<file path="src/rtl/nmr_pkg.sv">
// Shared types and constants for the N-modular-redundancy voter and its
// per-channel health monitors.
package nmr_pkg;

    localparam int CNT_W = 4;

    typedef enum logic [1:0] {
        HEALTHY   = 2'b00,
        FAULTED   = 2'b01,
        PROBATION = 2'b10
    } chan_state_t;

    typedef enum logic [1:0] {
        MODE_NMR     = 2'b00,
        MODE_DUPLEX  = 2'b01,
        MODE_SIMPLEX = 2'b10
    } mode_t;

endpackage

</file>
<file path="src/rtl/nmr_chan_monitor.sv">
// Per-channel health FSM: counts consecutive disagreements to isolate a lane
// and consecutive agreements to bring a reintegrated lane back into the vote.
module nmr_chan_monitor
    import nmr_pkg::*;
#(
    parameter int FAULT_THRESH = 3,
    parameter int REINT_CNT    = 4
) (
    input  logic        clk,
    input  logic        reset,
    input  logic        update_en,
    input  logic        match,
    input  logic        reint_req,
    output chan_state_t state,
    output logic        healthy
);

    chan_state_t      state_nxt;
    logic [CNT_W-1:0] cnt;
    logic [CNT_W-1:0] cnt_nxt;
    logic [CNT_W-1:0] cnt_inc;

    assign cnt_inc = cnt + CNT_W'(1);

    always_ff @(posedge clk) begin
        if (reset) begin
            state   <= HEALTHY;
            cnt     <= '0;
            healthy <= 1'b1;
        end else begin
            state   <= state_nxt;
            cnt     <= cnt_nxt;
            healthy <= (state_nxt == HEALTHY);
        end
    end

    always_comb begin
        state_nxt = state;
        cnt_nxt   = cnt;
        if (update_en) begin
            case (state)
                HEALTHY: begin
                    if (match) begin
                        cnt_nxt = '0;
                    end else if (cnt_inc >= CNT_W'(FAULT_THRESH)) begin
                        state_nxt = FAULTED;
                        cnt_nxt   = '0;
                    end else begin
                        cnt_nxt = cnt_inc;
                    end
                end
                PROBATION: begin
                    if (!match) begin
                        state_nxt = FAULTED;
                        cnt_nxt   = '0;
                    end else if (cnt_inc >= CNT_W'(REINT_CNT)) begin
                        state_nxt = HEALTHY;
                        cnt_nxt   = '0;
                    end else begin
                        cnt_nxt = cnt_inc;
                    end
                end
                default: begin
                    state_nxt = state;
                    cnt_nxt   = cnt;
                end
            endcase
        end
        // Reintegration acts on the post-update state, so it wins over a same-edge isolation.
        if (reint_req && state_nxt == FAULTED) begin
            state_nxt = PROBATION;
            cnt_nxt   = '0;
        end
    end

endmodule

</file>
<file path="src/rtl/nmr_voter.sv">
// N-modular-redundancy voter: bitwise majority over healthy lanes with
// lowest-index tie-break, degrading NMR -> duplex -> simplex as lanes are isolated.
module nmr_voter
    import nmr_pkg::*;
#(
    parameter int DATA_LEN     = 8,
    parameter int N_CH         = 5,
    parameter int FAULT_THRESH = 3,
    parameter int REINT_CNT    = 4
) (
    input  logic                         clk,
    input  logic                         reset,
    input  logic [N_CH*DATA_LEN-1:0]     data_in,
    input  logic [N_CH-1:0]              error_ctrl,
    input  logic                         in_valid,
    input  logic [N_CH-1:0]              reint_req,
    output logic [DATA_LEN-1:0]          data_out,
    output logic                         out_valid,
    output logic                         TMR_error,
    output logic [N_CH-1:0]              fault_vec,
    output logic [$clog2(N_CH+1)-1:0]    healthy_cnt,
    output logic [1:0]                   mode
);

    localparam int HC_W = $clog2(N_CH+1);

    // Handshake: data_in is consumed on every edge where in_valid=1 (no backpressure);
    // out_valid pulses exactly one cycle later for each consumed sample.

    logic [DATA_LEN-1:0] w [N_CH];
    logic [N_CH-1:0]     healthy;
    chan_state_t         chan_state [N_CH];
    logic [HC_W-1:0]     h_cnt;
    logic [HC_W-1:0]     ones;
    logic [HC_W-1:0]     agree;
    logic [DATA_LEN-1:0] low_word;
    logic [DATA_LEN-1:0] high_word;
    logic [DATA_LEN-1:0] maj_word;
    logic [DATA_LEN-1:0] voted;
    logic                word_majority;
    logic                vote_error;
    logic                nmr_active;
    logic                update_en;
    logic [N_CH-1:0]     match;

    always_comb begin
        for (int i = 0; i < N_CH; i++) begin
            w[i] = data_in[i*DATA_LEN +: DATA_LEN] ^ {DATA_LEN{error_ctrl[i]}};
        end
    end

    always_comb begin
        h_cnt     = '0;
        low_word  = '0;
        high_word = '0;
        for (int i = 0; i < N_CH; i++) begin
            h_cnt = h_cnt + HC_W'(healthy[i]);
            if (healthy[i]) high_word = w[i];
        end
        for (int i = N_CH-1; i >= 0; i--) begin
            if (healthy[i]) low_word = w[i];
        end
    end

    // Per-bit strict majority; an even split falls back to the lowest healthy lane.
    always_comb begin
        maj_word = '0;
        ones     = '0;
        for (int b = 0; b < DATA_LEN; b++) begin
            ones = '0;
            for (int i = 0; i < N_CH; i++) begin
                if (healthy[i] && w[i][b]) ones = ones + HC_W'(1);
            end
            if ({ones, 1'b0} > {1'b0, h_cnt})
                maj_word[b] = 1'b1;
            else if ({ones, 1'b0} == {1'b0, h_cnt})
                maj_word[b] = low_word[b];
            else
                maj_word[b] = 1'b0;
        end
    end

    always_comb begin
        agree = '0;
        for (int i = 0; i < N_CH; i++) begin
            if (healthy[i] && (w[i] == maj_word)) agree = agree + HC_W'(1);
        end
        word_majority = ({agree, 1'b0} > {1'b0, h_cnt});
    end

    assign nmr_active = (h_cnt >= HC_W'(3));

    always_comb begin
        voted      = low_word;
        vote_error = 1'b0;
        if (nmr_active) begin
            voted      = maj_word;
            vote_error = !word_majority;
        end else if (h_cnt == HC_W'(2)) begin
            voted      = low_word;
            vote_error = (low_word != high_word);
        end
    end

    // Health bookkeeping only advances when a trustworthy majority exists.
    assign update_en = in_valid && nmr_active && word_majority;

    genvar g;
    generate
        for (g = 0; g < N_CH; g++) begin : g_mon
            assign match[g] = (w[g] == voted);

            nmr_chan_monitor #(
                .FAULT_THRESH (FAULT_THRESH),
                .REINT_CNT    (REINT_CNT)
            ) u_mon (
                .clk       (clk),
                .reset     (reset),
                .update_en (update_en),
                .match     (match[g]),
                .reint_req (reint_req[g]),
                .state     (chan_state[g]),
                .healthy   (healthy[g])
            );

            assign fault_vec[g] = (chan_state[g] != HEALTHY);
        end
    endgenerate

    assign healthy_cnt = h_cnt;

    always_comb begin
        mode_t m;
        m = MODE_SIMPLEX;
        if (nmr_active)
            m = MODE_NMR;
        else if (h_cnt == HC_W'(2))
            m = MODE_DUPLEX;
        mode = m;
    end

    always_ff @(posedge clk) begin
        if (reset) begin
            data_out  <= '0;
            out_valid <= 1'b0;
            TMR_error <= 1'b0;
        end else begin
            out_valid <= in_valid;
            if (in_valid) begin
                data_out  <= voted;
                TMR_error <= vote_error;
            end
        end
    end

endmodule
</file>
<file path="config.mk">
export PLATFORM = sky130hd
export DESIGN_NAME = nmr_voter
export DESIGN_NICKNAME = d
export VERILOG_FILES = /design/src/rtl/nmr_pkg.sv /design/src/rtl/nmr_chan_monitor.sv /design/src/rtl/nmr_voter.sv
export SDC_FILE = /design/constraint.sdc
export NUM_CORES = 1
export LEC_CHECK = 0
export CAP_MARGIN = 20
export CORE_MARGIN = 2
export CORE_UTILIZATION = 27
export DETAILED_ROUTE_END_ITERATION = 6
export PLACE_DENSITY_LB_ADDON = 0.25
export SYNTH_ARGS = -nofsm -noshare
export SYNTH_HDL_FRONTEND = slang
export SYNTH_SLANG_ARGS = --single-unit
</file>
<file path="constraint.sdc">
create_clock -name clk -period 17.9 [get_ports clk]
set_input_delay 3.58 -clock clk [delete_from_list [all_inputs] [get_ports clk]]
set_output_delay 3.58 -clock clk [all_outputs]
set_load 0.02 [all_outputs]
</file>
==> results.py, run 1 <==
metrics = {
    "outcome": {
        "outcome": "finished, final reports clean",
    },
    "worst_setup_path": {
        "endpoint_kind": "register",
        "crit_path_max_incr_delay_ns": 0.96,
        "critPathLaunchType": "input port",
        "required_ns": 18.10,
        "cpMaxStageDelayCell": "clkdlybuf4s50_1",
        "path_max_fanout": 14,
        "crit_arrival_ns": 12.77,
        "worstSetupPathType": "input port to register",
        "crit_top_cell": "ha_1",
    },
    "synthesis": {
        "synth_top_family_by_area": "compound AO/OA/AOI/OAI gates",
        "synth_adder_area_share_pct": 10.7,
        "synth_ff_type": "dfxtp_1",
        "yosys_warnings": 0,
        "synth_edf_count": 0,
        "synth.distinct_cells": 77,
        "yosys.area_share.xor_xnor_pct": 19.4,
        "ys_seq_elements": 45,
        "synthMuxAreaShare_pct": 4.49,
        "syn_inst": 958,
        "syn_area_mm2": 0.00727,
        "synthSimpleGateAreaFrac_pct": 24.3,
        "syn-num-nets": 1072,
        "syn_area_per_cell_um2": 7.59,
        "synth_compound_gate_area_share_pct": 24.8,
        "async_reset_ff_share_pct": 0,
        "ys_seq_area_share_pct": 12.4,
    },
    "timing": {
        "finalCritPeriodShare_pct": 70.2,
        "rsz0062_at_grt": "no",
        "hold_viol_final": 0,
        "worst_slew_pin_slew_ns": 1.13,
        "finalSetupTns_ns": 0,
        "fin_skew_ns": 0.0108,
        "period_needed_ns": 12.57,
        "clock.fmax_ghz": 0.0796,
        "setup_ws_ns": 5.33,
        "slew_headroom_pct": 24.5,
        "hold_slack_ns": 0.496,
        "slew_violations": 0,
        "setup_viol": 0,
    },
    "die": {
        "die-area_mm2": 0.0283,
        "rows": 60,
        "start_util_pct": 27.2,
        "pin_count": 73,
        "die_h_um": 168,
        "core_mm2": 0.0267,
        "die_w_um": 168,
    },
    "clock_tree": {
        "cts_setup_buffers": 0,
        "htree_levels": 2,
        "cts_max_path_buffers": 2,
        "clk_pin_slew_worst_paths_ns": 0.06,
        "cts_sinks": 45,
        "insertion_delay_ns": 0.30,
        "cts_buffers": 5,
        "ctsHoldBuffers": 0,
        "cts_tree": "built",
        "cts-root-buf": "clkbuf_16",
        "cts.repair.resized": 0,
    },
    "placed_design": {
        "globalplace.congestion": 0.927,
        "portBuffers": 72,
        "pre_cts_slack_ns": 5.14,
        "dp_hpwl_um": 21000,
    },
    "drt": {
        "vias": 7511,
        "drt-total-wl_um": 26900,
        "drcViolationCount": 0,
        "drtIter0Drc": 559,
        "wl_per_cell_um": 19.9,
        "viasPerCell": 5.54,
        "antenna_left": 0,
        "dr.pass1.iters": 5,
    },
    "finish": {
        "drive_gt1_share_pct": 7.00,
        "fill_cells": 2924,
        "nets": 1127,
        "fin_util_pct": 31.8,
        "diodes": 0,
        "areaGrowthSynthToFinish_pct": 17.1,
        "regArea_um2": 901,
        "multiInputGateArea_mm2": 0.00609,
    },
    "pwr": {
        "ir_worst_vdd_v": 0.0000368,
        "powerDensity_mw_per_mm2": 91.7,
        "total_power_mw": 0.780,
        "p_leak_nw": 3.33,
    },
    "global_routing": {
        "grt_pass1_wl_um": 41400,
        "grt_max_degree": 41,
        "gr-total-overflow": 0,
        "grt_pass1_vias": 7163,
        "track_usage_pct": 18.8,
        "antenna_found_initial": 1,
    },
    "flow_run": {
        "maxCapViolations": 0,
    },
    "worst_hold_path": {
        "min_path_type": "register to register",
    },
}
[logic make-up after synthesis]
family / count (synthesis)
simple gates: 343
mux: 30
buf+inv: 70
compound gates: 253
xor+xnor: 156
fa+ha+maj: 61
flops: 45
[sequential cells by signal, indices dropped and copies added (netlist names)]
name and cells:
TMR_error 1, data_out 8, g_mon.u_mon.healthy 5, out_valid 1, g_mon.u_mon.state 10, g_mon.u_mon.cnt 20
[power breakdown]
| part | leakage [nW] | switching (mW) | internal [mW] | total, mW |
|---|---|---|---|---|
| Combinational | 2.91 | 0.337 | 0.243 | 0.581 |
| Clock | 0.0631 | 0.0406 | 0.0518 | 0.0925 |
| Sequential | 0.365 | 0.00309 | 0.104 | 0.107 |
[metrics by stage]
stage	instances	area [um2]
3_5_place_dp	1347	8370
6_report	1355	8510
2_1_floorplan	958	7270
5_1_grt	1355	8510
4_1_cts	1355	8510
3_3_place_gp	1347	8370
[path summary, 6_finish.rpt]
check | startpoint | cells past startpoint | slack (ns) | end
worst max-delay path | error_ctrl[1] | 30 | 5.33 | g_mon[4].u_mon.cnt[0]
worst min-delay path | g_mon[3].u_mon.cnt[3] | 1 | 0.50 | g_mon[3].u_mon.cnt[3]
worst max register to register | g_mon[0].u_mon.healthy | 29 | 9.27 | g_mon[4].u_mon.cnt[0]
worst min register to register | g_mon[3].u_mon.cnt[3] | 1 | 0.50 | g_mon[3].u_mon.cnt[3]
[worst max-delay path: cells and delay by family]
| kind | cells | cell delay, ns |
|---|---|---|
| multiplexers | 4 | 1.08 |
| adder cells (fa/ha/maj) | 8 | 2.30 |
| buffers and inverters | 1 | 0.96 |
| AO/OA/AOI/OAI | 7 | 2.46 |
| XOR/XNOR | 4 | 1.03 |
| AND/OR/NAND/NOR | 6 | 1.33 |
[final cells by class]
| cell class | count | share of cell area, % |
|---|---|---|
| multi-input combinational | 843 | 71.5 |
| sequential | 45 | 10.6 |
| timing repair buffer | 88 | 9.88 |
| tap | 341 | 5.01 |
| clock buffer | 6 | 1.51 |
| inverter | 30 | 1.32 |
| clock inverter | 2 | 0.176 |
[layout by cell type, fill, tap and decap left out, drive strengths merged, types with 10 or more instances in the layout]
cell / count
nor2: 55
a21boi: 10
and3: 25
a211oi: 22
nand2: 95
o22ai: 13
nor3: 28
a31oi: 18
xnor2: 89
nor4: 13
dfxtp: 45
ha: 59
buf: 16
a21oi: 47
a21o: 11
clkdlybuf4s50: 72
nand4: 16
and2: 10
o21ai: 41
mux2: 21
or2: 11
a22oi: 11
nand3: 34
inv: 30
or3: 13
xor2: 64
[cell usage after synthesis (5+ instances only)]
cell type | count | area, um2
o21ai_0 | 39 | 195
clkbuf_1 | 27 | 101
mux2i_1 | 9 | 90.1
nor3_1 | 28 | 140
mux2_2 | 21 | 236
nand3_1 | 34 | 170
o22ai_1 | 12 | 75.1
inv_1 | 30 | 113
a311o_1 | 7 | 70.1
dfxtp_1 | 45 | 901
xnor2_1 | 89 | 780
a31oi_1 | 18 | 113
or2_2 | 10 | 62.6
a211o_1 | 5 | 43.8
nand2_1 | 95 | 357
a21oi_1 | 45 | 225
a211oi_1 | 22 | 165
o2111ai_1 | 6 | 52.6
xor2_1 | 64 | 561
nor4_1 | 13 | 81.3
nand2b_1 | 9 | 56.3
a21o_1 | 11 | 82.6
and2_1 | 10 | 62.6
and3_1 | 25 | 156
a22oi_1 | 10 | 75.1
or3_1 | 13 | 81.3
buf_2 | 8 | 40.0
a21boi_0 | 10 | 75.1
a221oi_1 | 5 | 43.8
o21a_1 | 5 | 37.5
nand4_1 | 16 | 100
and4_1 | 6 | 52.6
a311oi_1 | 9 | 78.8
ha_1 | 59 | 738
o31ai_1 | 5 | 37.5
or4_1 | 5 | 37.5
nor3b_1 | 5 | 37.5
nor2_1 | 55 | 206
[per-layer routing]
layer	track usage, %	routed length (um)
met3	3.39	1910
met5	0	8
met4	5.28	742
met1	25.8	12400
met2	30.2	11800
Note: power is estimated with default switching activity, not from simulation.
==> run 2, diff against run 1 <==
==> constraint.sdc (replaced) <==
create_clock -name clk -period 11.4 [get_ports clk]
set_input_delay 2.28 -clock clk [delete_from_list [all_inputs] [get_ports clk]]
set_output_delay 2.28 -clock clk [all_outputs]
set_load 0.02 [all_outputs]
==> run 2 against run 1 <==
  * Utilization up 0.62 points
  * Sequential cell count unchanged
  * Critical path depth increased by 7
  * Worst hold slack worse by 0.0029 ns
  * Via count grew 2.7%
  * Clock-buffer cell count down 1
  * Combinational power increased by 58%
  * First-iteration DRC count fell by 10%
  * Die area stayed put
  * Cell count increased by 1.2%
  * Power is 64% higher
  * Final area increased by 2.0%
  * Highest routed layer is now met4
==> results.py, run 2 (synthesis results as in run 1) <==
metrics = {
    "outcome": {
        "outcome": "finished, final reports clean",
    },
    "worst_hold_path": {
        "min_path_type": "register to register",
        "hold_depth": 1,
        "hp-start": "g_mon[3].u_mon.cnt[3]",
        "min_to": "g_mon[3].u_mon.cnt[3]",
    },
    "timing": {
        "hold_viol_final": 0,
        "setup_viol": 0,
        "setup_ws_ns": 0.618,
        "finalCritPeriodShare_pct": 94.6,
        "slew_headroom_pct": 28.5,
        "worst_slew_pin_slew_ns": 1.07,
        "period_needed_ns": 10.78,
        "slew_violations": 0,
        "fin_skew_ns": 0.00509,
        "rsz0062_at_grt": "no",
        "finalSetupTns_ns": 0,
        "hold_slack_ns": 0.493,
        "clock.fmax_ghz": 0.0927,
    },
    "worst_setup_path": {
        "cp_top_family": "adder cells",
        "path_max_fanout": 7,
        "critical_path_buf_inv_count": 5,
        "crit_path_max_incr_delay_ns": 0.71,
        "worstSetupPathType": "input port to register",
        "worstReg2RegEnd": "g_mon[2].u_mon.state[0]",
        "crit_arrival_ns": 10.94,
        "required_ns": 11.56,
        "crit_top_cell": "ha_1",
        "critPathLaunchType": "input port",
        "reg2reg_slack_ns": 2.78,
        "rr_startpoint": "g_mon[2].u_mon.healthy",
        "worstRegToRegCells": 30,
        "endpoint_kind": "register",
        "cpMaxStageDelayCell": "clkdlybuf4s50_1",
    },
    "drt": {
        "antenna_left": 0,
        "drtIter0Drc": 503,
        "wl_met2_um": 12400,
        "drt-total-wl_um": 27500,
        "viasPerCell": 5.63,
        "wl_per_cell_um": 20.0,
        "wl_met1_um": 13100,
        "drcViolationCount": 0,
        "vias": 7717,
        "dr.pass1.iters": 6,
        "wl_met3_um": 1600,
        "highest_layer": "met4",
    },
    "clock_tree": {
        "insertion_delay_ns": 0.30,
        "cts_sinks": 45,
        "ctsHoldBuffers": 0,
        "cts_buffers": 5,
        "cts_setup_buffers": 0,
        "clk_pin_slew_worst_paths_ns": 0.06,
        "cts_max_path_buffers": 2,
        "cts-root-buf": "clkbuf_16",
        "cts.repair.resized": 0,
        "htree_levels": 2,
        "cts_tree": "built",
    },
    "placed_design": {
        "dp_hpwl_um": 21600,
        "place_area_mm2": 0.00849,
        "pre_cts_slack_ns": 0.336,
        "portBuffers": 72,
        "globalplace.congestion": 0.933,
    },
    "pwr": {
        "power_frac_seq_pct": 13.2,
        "switchingPower_mw": 0.599,
        "p_leak_nw": 3.44,
        "power_frac_clock_pct": 14.8,
        "ir_worst_vdd_v": 0.0000756,
        "p_int_mw": 0.677,
        "pwr-share-comb_pct": 72.0,
        "switching_share_pct": 46.9,
        "powerDensity_mw_per_mm2": 147,
    },
    "finish": {
        "largest_reg_flops": 20,
        "layout_commonest_cell": "nand2_1",
        "largest-register": "g_mon.u_mon.cnt",
        "top_regs": "g_mon.u_mon.cnt x20, g_mon.u_mon.state x10, data_out x8",
        "design_area_mm2": 0.00868,
        "final_cell_mix": "95 x nand2_1, 89 x xnor2_1, 72 x clkdlybuf4s50_1, 64 x xor2_1, 59 x ha_1",
        "diodes": 0,
        "drive_gt1_share_pct": 8.54,
        "areaGrowthSynthToFinish_pct": 19.3,
        "fill_cells": 2884,
        "nets": 1143,
    },
    "global_routing": {
        "grt_pass1_wl_um": 42400,
        "track_usage_pct": 19.2,
        "antenna_found_initial": 0,
        "gr-total-overflow": 0,
        "grt_pass1_vias": 7234,
        "grt_max_degree": 41,
    },
    "die": {
        "rows": 60,
        "pin_count": 73,
        "core_mm2": 0.0267,
        "die-area_mm2": 0.0283,
        "die_w_um": 168,
        "die_h_um": 168,
        "start_util_pct": 27.2,
    },
    "flow_run": {
        "maxCapViolations": 0,
    },
}
run 2: cell types whose count changed in the layout (fill, tap and decap cells not counted):
cell,before,now
o21ai_0,38,37
buf_4,16,32
o21ai_1,3,4
clkinv_2,0,1
clkinvlp_4,2,0
clkbuf_1,1,0
bufinv_16,0,2
run 2: layout make-up:
type | instances | area [um2] | area share [%]
Multi-Input combinational cell | 843 | 6090 | 70.1
Timing Repair Buffer | 104 | 961 | 11.1
Sequential cell | 45 | 901 | 10.4
Tap cell | 341 | 427 | 4.92
Clock buffer | 5 | 125 | 1.44
Inverter | 30 | 113 | 1.30
Clock inverter | 3 | 65.1 | 0.750
run 2: layer usage:
layer	global-route usage, %	up-vias
met4	4.27	0
met2	31.5	284
met5	0	-
met3	2.66	30
met1	26.8	3676
li1	-	3727
run 2: power by group through the flow:
| stage | combinational (mW) | sequential, mW | clock, mW |
|---|---|---|---|
| after floorplan | 0.646 | 0.178 | 0 |
| after global placement | 0.898 | 0.173 | 0 |
| after detailed placement | 0.901 | 0.172 | 0 |
| after CTS | 0.907 | 0.169 | 0.194 |
| after global routing | 1.00 | 0.169 | 0.199 |
| final | 0.919 | 0.169 | 0.189 |
run 2: how the worst max path moves through the flow:
stage | start | end | slack, ns | depth (start not counted)
after floorplan | error_ctrl[1] | g_mon[4].u_mon.cnt[0] | 1.56 | 31
after global placement | error_ctrl[1] | g_mon[0].u_mon.cnt[1] | 0.64 | 35
after detailed placement | error_ctrl[1] | g_mon[0].u_mon.cnt[1] | 0.34 | 37
after CTS | error_ctrl[1] | g_mon[0].u_mon.cnt[1] | 0.63 | 37
after global routing | error_ctrl[1] | g_mon[2].u_mon.cnt[1] | 0.02 | 37
final | error_ctrl[1] | g_mon[2].u_mon.state[0] | 0.62 | 37
run 2: through the flow:
stage / instances / util [%] / power [mW]
after floorplan: 958 / - / 0.824
after global placement: 1363 / 31.8 / 1.07
after detailed placement: 1363 / 31.8 / 1.07
after CTS: 1371 / 32.5 / 1.27
after global routing: 1371 / 32.5 / 1.37
final: 1371 / 32.5 / 1.28
run 2: worst reg2reg max path, delay by kind of cell (launching register included):
kind / cells / cell delay, ns
AOI/OAI and AO/OA: 8 / 2.08
xor gates and xnor gates: 2 / 0.40
adders and majority gates: 7 / 2.02
buffers and inverters: 2 / 0.54
DFF: 1 / 0.84
muxes: 4 / 1.08
and+or+nand+nor: 7 / 1.54
==> run 3, diff against run 2 <==
--- a/config.mk
+++ b/config.mk
@@ -6,6 +6,7 @@
 export NUM_CORES = 1
 export LEC_CHECK = 0
 export CAP_MARGIN = 20
+export CORE_ASPECT_RATIO = 1.75
 export CORE_MARGIN = 2
 export CORE_UTILIZATION = 27
 export DETAILED_ROUTE_END_ITERATION = 6
==> run 3 against run 2 <==
  * Non-clock buffer count unchanged
  * Power decreased by 1.2%
  * Sequential cell count unchanged
  * Combinational power increased by 2%
  * Critical path depth decreased by 2
  * Routed wire length increased by 6.3%
  * Sequential power about the same
  * First-iteration DRC count decreased by 8.2%
  * Setup slack got worse by 0.042 ns
  * Cell count decreased by 1.2%
  * Clock-buffer cell count increased by 2
  * Register-to-register slack improved by 0.10 ns
==> results.py, run 3 (synthesis results as in run 1) <==
metrics = {
    "outcome": {
        "outcome": "finished, final reports clean",
    },
    "clock_tree": {
        "cts_max_path_buffers": 2,
        "cts_sinks": 45,
        "cts.repair.resized": 0,
        "clk_pin_slew_worst_paths_ns": 0.06,
        "htree_levels": 2,
        "cts_setup_buffers": 0,
        "insertion_delay_ns": 0.29,
        "cts_tree": "built",
        "ctsHoldBuffers": 0,
        "cts_buffers": 5,
        "cts-root-buf": "clkbuf_16",
    },
    "finish": {
        "nets": 1143,
        "regArea_um2": 901,
        "drive_gt1_share_pct": 8.64,
        "top_regs": "g_mon.u_mon.cnt x20, g_mon.u_mon.state x10, data_out x8",
        "multiInputGateArea_mm2": 0.00609,
        "fill_cells": 2890,
        "instances_no_fill": 1354,
        "diodes": 0,
        "final_cell_mix": "95 x nand2_1, 89 x xnor2_1, 72 x clkdlybuf4s50_1, 64 x xor2_1, 59 x ha_1",
        "layout_commonest_cell": "nand2_1",
        "design_area_mm2": 0.00863,
        "largest_reg_flops": 20,
        "largest-register": "g_mon.u_mon.cnt",
        "areaGrowthSynthToFinish_pct": 18.7,
    },
    "drt": {
        "vias": 7705,
        "drt-total-wl_um": 29200,
        "viasPerCell": 5.69,
        "drtIter0Drc": 462,
        "antenna_left": 0,
        "wl_per_cell_um": 21.6,
        "dr.pass1.iters": 5,
        "drcViolationCount": 0,
    },
    "worst_setup_path": {
        "cp-startpoint": "error_ctrl[0]",
        "required_ns": 11.60,
        "rr_startpoint": "g_mon[1].u_mon.healthy",
        "crit_arrival_ns": 11.02,
        "crit_top_cell": "ha_1",
        "cpMaxStageDelayCell": "clkdlybuf4s50_1",
        "worstRegToRegCells": 35,
        "worstReg2RegEnd": "g_mon[4].u_mon.cnt[0]",
        "worstSetupPathType": "input port to register",
        "path_max_fanout": 8,
        "crit_path_max_incr_delay_ns": 0.72,
        "critPathLaunchType": "input port",
        "reg2reg_slack_ns": 2.88,
        "endpoint_kind": "register",
    },
    "pwr": {
        "ir_worst_vdd_v": 0.0000535,
        "powerDensity_mw_per_mm2": 146,
        "p_leak_nw": 3.42,
        "total_power_mw": 1.26,
    },
    "timing": {
        "setup_viol": 0,
        "hold_viol_final": 0,
        "finalCritPeriodShare_pct": 95.0,
        "finalSetupTns_ns": 0,
        "slew_violations": 0,
        "clock.fmax_ghz": 0.0924,
        "fin_skew_ns": 0.00544,
        "worst_slew_pin_slew_ns": 1.16,
        "period_needed_ns": 10.82,
        "slew_headroom_pct": 22.6,
        "setup_ws_ns": 0.576,
    },
    "die": {
        "pin_count": 73,
        "die-area_mm2": 0.0283,
        "die_w_um": 128,
        "start_util_pct": 27.3,
        "die_h_um": 221,
        "core_mm2": 0.0266,
        "rows": 79,
    },
    "global_routing": {
        "track_usage_pct": 20.6,
        "gr-total-overflow": 0,
        "antenna_found_initial": 0,
        "grt_pass1_wl_um": 44900,
        "grt_max_degree": 41,
        "grt_pass1_vias": 7822,
    },
    "worst_hold_path": {
        "hp-start": "data_out[5]",
        "min_to": "data_out[5]",
        "hold_depth": 2,
        "min_path_type": "register to register",
    },
    "flow_run": {
        "maxCapViolations": 0,
    },
    "placed_design": {
        "pre_cts_slack_ns": 0.167,
        "globalplace.congestion": 0.983,
        "portBuffers": 72,
        "place_area_mm2": 0.00847,
        "dp_hpwl_um": 23800,
        "dp.cells": 1346,
    },
}
## run 3: cell count changes in the layout (fill, tap and decap cells not counted), sizes merged
cell / previous run / this run
bufinv: 2 / 0
clkbuf: 5 / 7
## run 3: cell type report
cell class / count / area share [%]
repair buffers: 104 / 11.1
inverters: 30 / 1.30
well taps: 324 / 4.70
clock inverters: 1 / 0.0580
multi-input cells: 843 / 70.6
clock buffers: 7 / 1.77
flip-flops and latches: 45 / 10.4
## run 3: how the worst max path moves through the flow
stage          cells past startpoint  slack [ns]                    end
2_1_floorplan                     31        1.56  g_mon[4].u_mon.cnt[0]
3_3_place_gp                      35        0.28  g_mon[0].u_mon.cnt[1]
3_5_place_dp                      35        0.17  g_mon[0].u_mon.cnt[0]
4_1_cts                           35        0.42  g_mon[0].u_mon.cnt[0]
5_1_grt                           36       -0.05  g_mon[1].u_mon.cnt[1]
6_report                          35        0.58  g_mon[4].u_mon.cnt[0]
## run 3: layer usage
| layer | share of wire [%] | vias to the layer above | global-route usage (%) |
|---|---|---|---|
| met1 | 37 | 3655 | 21.3 |
| met2 | 53 | 244 | 38.7 |
| met3 | 3.3 | 89 | 1.91 |
| met4 | 7.5 | 0 | 13.4 |
| met5 | 0 | - | 0 |
| li1 | - | 3717 | - |
## run 3: worst max-delay path: cells and delay by family
family / cells / cell delay (ns)
adder cells (fa/ha/maj): 8 / 2.17
AO/OA/AOI/OAI: 6 / 1.30
multiplexers: 4 / 1.08
XOR/XNOR: 4 / 1.20
buffers and inverters: 2 / 0.81
AND/OR/NAND/NOR: 11 / 2.14
## run 3: per-stage QoR
| stage | hold slack, ns | util [%] |
|---|---|---|
| 3_5_place_dp | 0.481 | 31.8 |
| 4_1_cts | 0.489 | 32.4 |
| 3_3_place_gp | 0.473 | 31.8 |
| 2_1_floorplan | 0.463 | - |
| 6_report | 0.485 | 32.5 |
| 5_1_grt | 0.517 | 32.5 |
## run 3: power breakdown
| group | internal (mW) | switching [mW] | leakage [nW] | total, mW |
|---|---|---|---|---|
| Sequential | 0.164 | 0.00347 | 0.365 | 0.167 |
| Combinational | 0.397 | 0.543 | 2.98 | 0.939 |
| Clock | 0.0929 | 0.0623 | 0.0799 | 0.155 |
| Total | 0.653 | 0.608 | 3.42 | 1.26 |
